**src/rtl/stream_fifo_pkg.sv**
```systemverilog
// Shared sizing helpers, parameter legality check and handshake-op encoding for stream_fifo.
package stream_fifo_pkg;

  typedef enum logic [1:0] {
    OP_IDLE = 2'b00,
    OP_PUSH = 2'b01,
    OP_POP  = 2'b10,
    OP_BOTH = 2'b11
  } fifo_op_e;

  function automatic int unsigned ptr_width(input int unsigned depth);
    return (depth <= 2) ? 1 : $clog2(depth);
  endfunction

  function automatic int unsigned cnt_width(input int unsigned depth);
    return $clog2(depth + 1);
  endfunction

  function automatic bit params_ok(input int unsigned depth, input int unsigned af_level,
                                   input int unsigned ae_level);
    return (depth >= 2) && (af_level >= 1) && (af_level <= depth) && (ae_level <= depth - 1);
  endfunction

endpackage

```
**src/rtl/stream_fifo_if.sv**
```systemverilog
// Valid/ready stream bundle; master drives valid/data, slave drives ready.
interface stream_fifo_if #(
  parameter int unsigned WIDTH = 8
);
  logic             valid;
  logic             ready;
  logic [WIDTH-1:0] data;

  modport master (output valid, output data, input ready);
  modport slave  (input valid, input data, output ready);
endinterface

```
**src/rtl/stream_fifo_ptr.sv**
```systemverilog
// Pointer register counting 0..DEPTH-1 with explicit wrap, so any DEPTH works.
module stream_fifo_ptr
  import stream_fifo_pkg::*;
#(
  parameter int unsigned DEPTH = 8
) (
  input  logic                        clk,
  input  logic                        reset,
  input  logic                        inc,
  input  logic                        clr,
  output logic [ptr_width(DEPTH)-1:0] ptr
);

  localparam int unsigned PW = ptr_width(DEPTH);
  localparam logic [PW-1:0] LAST = PW'(DEPTH - 1);

  always_ff @(posedge clk or posedge reset) begin
    if (reset) begin
      ptr <= '0;
    end else if (clr) begin
      ptr <= '0;
    end else if (inc) begin
      ptr <= (ptr == LAST) ? '0 : ptr + PW'(1);
    end
  end

endmodule

```
**src/rtl/stream_fifo.sv**
```systemverilog
// Synchronous valid/ready FIFO with occupancy count and almost-full/empty flags.
// Optional synchronous flush port enabled by defining STREAM_FIFO_FLUSH_EN.
module stream_fifo
  import stream_fifo_pkg::*;
#(
  parameter int unsigned WIDTH    = 8,
  parameter int unsigned DEPTH    = 8,
  parameter int unsigned AF_LEVEL = 6,
  parameter int unsigned AE_LEVEL = 1
) (
  input  logic                        clk,
  input  logic                        reset,
  stream_fifo_if.slave                in_if,
  stream_fifo_if.master               out_if,
  output logic [cnt_width(DEPTH)-1:0] count,
  output logic                        almost_full,
  output logic                        almost_empty
`ifdef STREAM_FIFO_FLUSH_EN
  ,
  input  logic                        flush
`endif
);

  localparam int unsigned PW = ptr_width(DEPTH);
  localparam int unsigned CW = cnt_width(DEPTH);

  if (!params_ok(DEPTH, AF_LEVEL, AE_LEVEL)) begin : g_bad_params
    $error("stream_fifo: illegal parameters DEPTH=%0d AF_LEVEL=%0d AE_LEVEL=%0d",
           DEPTH, AF_LEVEL, AE_LEVEL);
  end

  logic [WIDTH-1:0] mem [DEPTH];
  logic [PW-1:0]    wr_ptr;
  logic [PW-1:0]    rd_ptr;
  logic             flush_i;
  logic             push;
  logic             pop;
  fifo_op_e         op;

`ifdef STREAM_FIFO_FLUSH_EN
  assign flush_i = flush;
`else
  assign flush_i = 1'b0;
`endif

  // Flush masks both handshakes so nothing completes in the clearing cycle.
  assign in_if.ready  = ~flush_i & (count != CW'(DEPTH));
  assign out_if.valid = ~flush_i & (count != '0);
  assign push         = in_if.valid & in_if.ready;
  assign pop          = out_if.valid & out_if.ready;
  assign out_if.data  = mem[rd_ptr];

  assign almost_full  = (count >= CW'(AF_LEVEL));
  assign almost_empty = (count <= CW'(AE_LEVEL));

  always_comb begin
    op = fifo_op_e'({pop, push});
  end

  always_ff @(posedge clk) begin
    if (push) begin
      mem[wr_ptr] <= in_if.data;
    end
  end

  always_ff @(posedge clk or posedge reset) begin
    if (reset) begin
      count <= '0;
    end else if (flush_i) begin
      count <= '0;
    end else begin
      case (op)
        OP_PUSH: count <= count + CW'(1);
        OP_POP:  count <= count - CW'(1);
        default: count <= count;
      endcase
    end
  end

  stream_fifo_ptr #(.DEPTH(DEPTH)) u_wr_ptr (
    .clk   (clk),
    .reset (reset),
    .inc   (push),
    .clr   (flush_i),
    .ptr   (wr_ptr)
  );

  stream_fifo_ptr #(.DEPTH(DEPTH)) u_rd_ptr (
    .clk   (clk),
    .reset (reset),
    .inc   (pop),
    .clr   (flush_i),
    .ptr   (rd_ptr)
  );

endmodule

```
**src/flat_wrapper.sv**
```systemverilog
// flat-port wrapper written by rule: the top's interface ports become plain ports
module stream_fifo_flat import stream_fifo_pkg::*;
#(
  parameter int unsigned WIDTH    = 8,
  parameter int unsigned DEPTH    = 8,
  parameter int unsigned AF_LEVEL = 6,
  parameter int unsigned AE_LEVEL = 1
)
  (clk, reset, count, almost_full, almost_empty, in_if_valid, in_if_data, in_if_ready, out_if_valid, out_if_data, out_if_ready);
  stream_fifo_if #(.WIDTH(WIDTH)) in_if_i ();
  stream_fifo_if #(.WIDTH(WIDTH)) out_if_i ();
  input  logic clk;
  input  logic reset;
  output logic [cnt_width(DEPTH)-1:0] count;
  output logic almost_full;
  output logic almost_empty;
  input wire logic [$bits(in_if_i.valid)-1:0] in_if_valid;
  input wire logic [$bits(in_if_i.data)-1:0] in_if_data;
  output wire logic [$bits(in_if_i.ready)-1:0] in_if_ready;
  output wire logic [$bits(out_if_i.valid)-1:0] out_if_valid;
  output wire logic [$bits(out_if_i.data)-1:0] out_if_data;
  input wire logic [$bits(out_if_i.ready)-1:0] out_if_ready;
  assign in_if_i.valid = in_if_valid;
  assign in_if_i.data = in_if_data;
  assign in_if_ready = in_if_i.ready;
  assign out_if_valid = out_if_i.valid;
  assign out_if_data = out_if_i.data;
  assign out_if_i.ready = out_if_ready;
  stream_fifo #(.WIDTH(WIDTH), .DEPTH(DEPTH), .AF_LEVEL(AF_LEVEL), .AE_LEVEL(AE_LEVEL)) u_core (.clk(clk), .reset(reset), .in_if(in_if_i), .out_if(out_if_i), .count(count), .almost_full(almost_full), .almost_empty(almost_empty));
endmodule
```
**config.mk**
```make
export PLATFORM = sky130hd
export DESIGN_NAME = stream_fifo_flat
export DESIGN_NICKNAME = d
export VERILOG_FILES = /design/src/rtl/stream_fifo_pkg.sv /design/src/rtl/stream_fifo_if.sv /design/src/rtl/stream_fifo_ptr.sv /design/src/rtl/stream_fifo.sv /design/src/flat_wrapper.sv
export SDC_FILE = /design/constraint.sdc
export NUM_CORES = 1
export LEC_CHECK = 0
export BUFFER_PORTS_ARGS = -buffer_cell sky130_fd_sc_hd__buf_2
export CAP_MARGIN = 20
export CORE_AREA = 2 2 101 103
export CTS_BUF_LIST = sky130_fd_sc_hd__clkbuf_4 sky130_fd_sc_hd__clkbuf_8
export DETAILED_ROUTE_END_ITERATION = 10
export DIE_AREA = 0 0 103 105
export GPL_ROUTABILITY_DRIVEN = 0
export PLACE_DENSITY_LB_ADDON = 0.08
export SLEW_MARGIN = 10
export SYNTH_ARGS = -nofsm -noshare
export SYNTH_HDL_FRONTEND = slang
export SYNTH_SLANG_ARGS = --single-unit
```
**constraint.sdc**
```tcl
create_clock -name clk -period 2.82 [get_ports clk]
set_clock_uncertainty 0.15 [all_clocks]
set_input_delay 0.282 -clock clk [delete_from_list [all_inputs] [get_ports clk]]
set_output_delay 0.282 -clock clk [all_outputs]
set_load 0.05 [all_outputs]
```
; ---- After elaboration in Yosys (flattened, before gate mapping)
; Memory sizes are Yosys's and may differ from the RTL's.
; Cells that the tools add are included.
[totals]
regBits = 10
mem_bits_rw = 64
inputBits = 12
output_inout_bits = 16
elab_cells = 24
memories = 1
[classes]
addsub = 4
order_cmp = 2
eq_ne = 5
muxes = 5
bitwise_logic = 2
reduce_logical = 2
[mem_list]
columns = memory, depth, word_bits, read_ports, rd_clocked_by_memory_dff, write_ports, line_no
row1 = u_core.mem, 8, 8, 1, 0, 1, stream_fifo.sv:32  ; logic [WIDTH-1:0] mem [DEPTH];
[op_table]
columns = op, n
row1 = 4-bit one-hot mux with 2 select lines, 1
row2 = "3-bit by 1-bit adder with 3-bit output, second input constant", 2
row3 = "3-bit equality test, second input constant", 2
row4 = 3-bit two-way mux, 2
row5 = "4-bit by 1-bit adder with 4-bit output, second input constant", 1
row6 = "4-bit by 3-bit greater-or-equal comparator with 1-bit output, second input constant", 1
row7 = "4-bit by 1-bit less-or-equal comparator with 1-bit output, second input constant", 1
row8 = "4-bit != test, second input constant", 1
row9 = 4-bit nonzero test, 1
row10 = "4-bit by 1-bit subtractor with 4-bit output, second input constant", 1
row11 = 1-bit AND, 2
row12 = "2-bit by 1-bit equality test with 1-bit output, second input constant", 1
row13 = "2-bit equality test, second input constant", 1
row14 = 1-bit two-way mux, 2
row15 = 2-bit nonzero test, 1

; ---- Longest topological paths before layout
[depth]
ltp_word = 4
depth_mapped = 9
depth_no_buf = 9

; ---- Modules after synthesis
; A second synthesis with hierarchy kept.
[unflattened]
hier_cells = 166
area_unflattened_um2 = 3159.3
[modules_own_cells]
columns = mod, instances, cells_each, area_each_um2, seq_area_each_um2
row1 = stream_fifo, 1, 139, 2844.0, 2021.9
row2 = stream_fifo_ptr (u_core.u_rd_ptr), 1, 14, 160.2, 75.1
row3 = stream_fifo_ptr (u_core.u_wr_ptr), 1, 13, 155.1, 75.1

; ---- Least setup slack after synthesis
; No wires, ideal clock.
[synth_path]
kind = reg2reg
start = register u_core.count[0]
end = memory u_core.mem[0][0], enable pin
setup_ps = 395
arrival_time_ps = 2685
t_required_ps = 2275
slack_ps = -410
stages_incl_launch_ff = 6
n_path_buf = 0
synth_period_minus_slack_ps = 3230
cell_sequence = dfrtp_1 -> inv_1 -> ha_1 -> nand3b_1 -> nand2_1 -> nor4_1
[synth_via]
elab_chain_cells = 4
[synth_lines]
columns = item, line_no
row1 = start: declaration, stream_fifo.sv:15  ; output logic [cnt_width(DEPTH)-1:0] count,
row2 = start signal: assignment, stream_fifo.sv:73  ; OP_PUSH: count <= count + CW'(1);
row3 = start signal: assignment, stream_fifo.sv:74  ; OP_POP: count <= count - CW'(1);
row4 = start signal: assignment, stream_fifo.sv:75  ; default: count <= count;
row5 = 4-bit != test, stream_fifo.sv:47  ; assign in_if.ready = ~flush_i & (count != CW'(DEPTH));
row6 = named net in_if_ready, flat_wrapper.sv:19  ; output wire logic [$bits(in_if_i.ready)-1:0] in_if_ready;
row7 = 1-bit AND, stream_fifo.sv:49  ; assign push = in_if.valid & in_if.ready;
row8 = 1-bit two-way mux, stream_fifo.sv:61  ; if (push) begin
row9 = 1-bit two-way mux (implied by the code), stream_fifo.sv:62  ; mem[wr_ptr] <= in_if.data;
row10 = end: declaration, stream_fifo.sv:32
; The timed path passes the listed nets, and every way through them passes these cells.

; ---- Worst setup path after layout
[layout_path]
start = register u_core.u_rd_ptr.ptr[2]
end = output out_if_data[3]
[layout_via]
elab_chain_cells = 1
[layout_lines]
columns = item, line_no
row1 = start: declaration, stream_fifo_ptr.sv:11  ; output logic [ptr_width(DEPTH)-1:0] ptr
row2 = start signal: assignment, stream_fifo_ptr.sv:23  ; ptr <= (ptr == LAST) ? '0 : ptr + PW'(1);
row3 = memory read 8 x 8 bit, --
row4 = end: declaration, flat_wrapper.sv:21  ; output wire logic [$bits(out_if_i.data)-1:0] out_if_data;
; No other way between the ends.

==> summary.txt <==
Status
  – Outcome: finished clean

Clocking
  – Worst-Skew Late Latency: between 0.3 and 0.4 ns
  – H-tree depth: 3
  – CTS resizes: 0
  – CTS tree: yes
  – CTS Buf Count: 9
  – Maximum buffer depth of the clock tree: 2
  – Hold Buf Count CTS: 1
  – # Post-CTS Setup Buffers: 0
  – Clock transition at the registers of the reported paths: ~0.08 ns
  – Root Buffer: clkbuf_8
  – CTS sink count: 74

Die
  – Die Wd: a little over 100 um
  – Initial Util: roughly 33%
  – Die height: ~110 um
  – Row count: 36
  – # IOs: 28
  – Core footprint: roughly 0.0096 mm^2
  – Die ar.: 0.0108 mm^2

Routing
  – Post-route ant nets: 0
  – Drt wl/cell: around 17 um
  – DR iter-0 viols: around 70
  – # DRC: 0
  – Vias: about 1500
  – WL final: a little under 6000 um
  – Via density: roughly 4.5
  – First-pass iteration count of the detailed router: 4

Layout
  – Fraction of layout cells with a size suffix above 1: 36.4%
  – Number of antenna diodes: 0
  – Reg area: 0.00217 mm^2
  – Layout area overhead: 18.7%
  – Nets@finish: approximately 220
  – Multi-input logic area: 941 um^2
  – Utilization after layout: between 30 and 40%
  – # fillers: around 890

STA
  – Fin. Hold Viols: 0
  – RSZ-0062 raised after global routing: no
  – Slew HR: around 46%
  – Worst-Margin Slew: approximately 0.81 ns
  – Fmax: 392 MHz
  – Setup Viol. Count Final: 0
  – Max-slew violations: 0
  – Crit path time final: roughly 2.6 ns
  – Setup TNS: 0 ns
  – Final Cycle Share: between 90 and 100%

Yosys
  – Seq cells post-synth: between 70 and 80
  – Yosys top cell by area: edfxtp_1
  – Most common cell in the synthesized netlist: edfxtp_1
  – Yosys top cell area share: between 60 and 70%
  – Syn avg cell area: 19.9 um^2
  – Mapped Area: 0.00314 mm^2
  – Sequential-to-total area share from yosys stat: between 60% and 70%
  – Warnings from Yosys: 0
  – Distinct cells, synth: 27
  – Post-synth EDFFs: 64
  – Largest cells by area after synthesis: edfxtp_1 (61%), mux4_1 (13%), dfrtp_1 (8.0%)
  – Synthesized Nets: 180
  – Post-synth top cells: edfxtp_1 (64), mux4_1 (16), mux2_2 (14)
  – Async SR Flop Fraction: ~14%
  – Syn Inst Count: about 160
  – Top_reg_cell synth: edfxtp_1

Worst setup path
  – R2R Setup Slk: ~0.37 ns
  – CP max stage delay: slightly below 0.9 ns
  – Worst R2R Path Depth: 9
  – CP Cell Sequence: mux4_1 -> mux2_2 -> buf_2
  – Slowest-stage cell, CP: dfrtp_1
  – Critical path capture point type: output pin
  – Arrival @ worst endpoint: about 2.1 ns
  – Critical Path RT: about 2.4 ns
  – Setup Crit Path Kind: reg -> out
  – Largest fanout on the critical path: 18
  – Crit path launch type: register

Global route
  – Initial antenna violation count: 0
  – Largest net degree at the start of global routing: 19
  – GRT overflow: 0
  – Vias in the first global route: about 1600
  – First-pass GRT wire length: 8980 um
  – GRT Util Overall: a little under an eighth

Power
  – Worst vdd ir: ~360 uV
  – Clock power share: 20.6%
  – P_int: approximately 0.0025 W
  – Comb pwr share: 40.1%
  – Flop pwr share: between 30 and 40%
  – Sw Ratio: between 30% and 40%
  – Net Switching: roughly 0.0016 W
  – Cell Pwr Density: ~1100 mW/mm^2
  – Leak Pwr: approximately 1.4 nW

Flow run
  – Total of max-cap violations: 0

Placement
  – DP HPWL: between 3000 and 4000 um
  – Port bufs: 27

Worst hold path
  – Worst hold path depth: 1
  – Hold Crit Class: in -> reg
cell usage in the layout, fill, tap and decap left out:
cell           synthesis  routed
or4b_1                 1       1
nor2b_1                2       2
edfxtp_1              64      64
nand3b_1               1       1
mux4_1                16      16
nand4b_1               1       1
clkinv_2               0       2
nand2b_1               3       3
dfrtp_1               10       8
xnor2_1                2       2
nor4_2                 0       1
o21ai_0                2       2
or3b_2                 1       1
mux2_2                14      14
nor3_2                 0       4
mux2i_1                1       1
dlygate4sd3_1          0       1
nand2_1                4       3
nand2_4                0       1
xor2_1                 2       2
nor3_1                 5       1
ha_1                  10      10
dfrtp_2                0       2
buf_2                  1      27
bufinv_16              0       1
a21oi_1                1       1
nand3_1                1       1
buf_4                  0       9
inv_1                  4       4
nor2_1                 7       7
clkbuf_8               0      12
clkinv_4               0       1
power by group through the flow:
stage / logic, W / clock network, W / registers (W)
floorplan: 0.00130 / 0 / 0.00165
global placement: 0.00167 / 0 / 0.00164
detailed placement: 0.00170 / 0 / 0.00167
CTS: 0.00170 / 0.000884 / 0.00164
global route: 0.00178 / 0.000937 / 0.00166
finish: 0.00166 / 0.000853 / 0.00163
path summary, 6_finish.rpt:
check,end,startpoint
setup reg to reg,u_core.count[3],u_core.count[0]
min in group asynchronous,u_core.u_rd_ptr.ptr[0],reset
hold reg to reg,u_core.count[0],u_core.count[0]
hold / removal,u_core.mem[7][1],in_if_data[1]
setup / recovery,out_if_data[3],u_core.u_rd_ptr.ptr[2]
max in group asynchronous,u_core.count[1],reset
routing by layer:
layer | part of all wire (%) | track usage (%) | wire (um) | up-vias
met5 | 0 | 0 | 0 | -
met4 | 1.2 | 4.23 | 72 | 0
met3 | 4.1 | 3.81 | 240 | 7
met2 | 52 | 19.0 | 3070 | 21
met1 | 43 | 14.4 | 2540 | 776
li1 | - | - | - | 725
worst max-delay path, delay by kind of cell (launching register included):
family / cells / cell delay [ns]
muxes: 2 / 0.69
DFF: 1 / 0.88
buffers and inverters: 1 / 0.21
flip-flops by register name (all words and copies together) (netlist names):
name                 cells
u_core.u_wr_ptr.ptr      3
u_core.count             4
u_core.mem              64
u_core.u_rd_ptr.ptr      3
cell type report:
class | count | share of cell area, %
clock buffer | 12 | 4.44
multi-input combinational | 75 | 25.3
clock inverter | 4 | 1.31
sequential | 74 | 58.4
tap | 133 | 4.47
timing repair buffer | 37 | 5.71
inverter | 4 | 0.403
cell families after synthesis:
group | count (synthesis) | synth area share, %
mux | 31 | 18.7
xor+xnor | 4 | 1.12
fa+ha+maj | 10 | 3.99
buf+inv | 9 | 1.87
flops | 74 | 69.2
simple gates | 27 | 4.59
compound gates | 3 | 0.478
through the flow:
stage | total power (W) | hold slack (ns) | setup WS (ns) | instance area, um^2 | std cells
final | 0.00415 | 0.0615 | 0.266 | 3720 | 339
after global routing | 0.00438 | 0.0529 | 0.164 | 3720 | 339
after CTS | 0.00423 | 0.0467 | 0.216 | 3720 | 339
after detailed placement | 0.00336 | 0.135 | 0.378 | 3500 | 322
after global placement | 0.00331 | 0.125 | 0.459 | 3500 | 322
after floorplan | 0.00295 | -0.0280 | 0.0139 | 3170 | 158
Note: power is estimated with default switching activity, not from simulation.
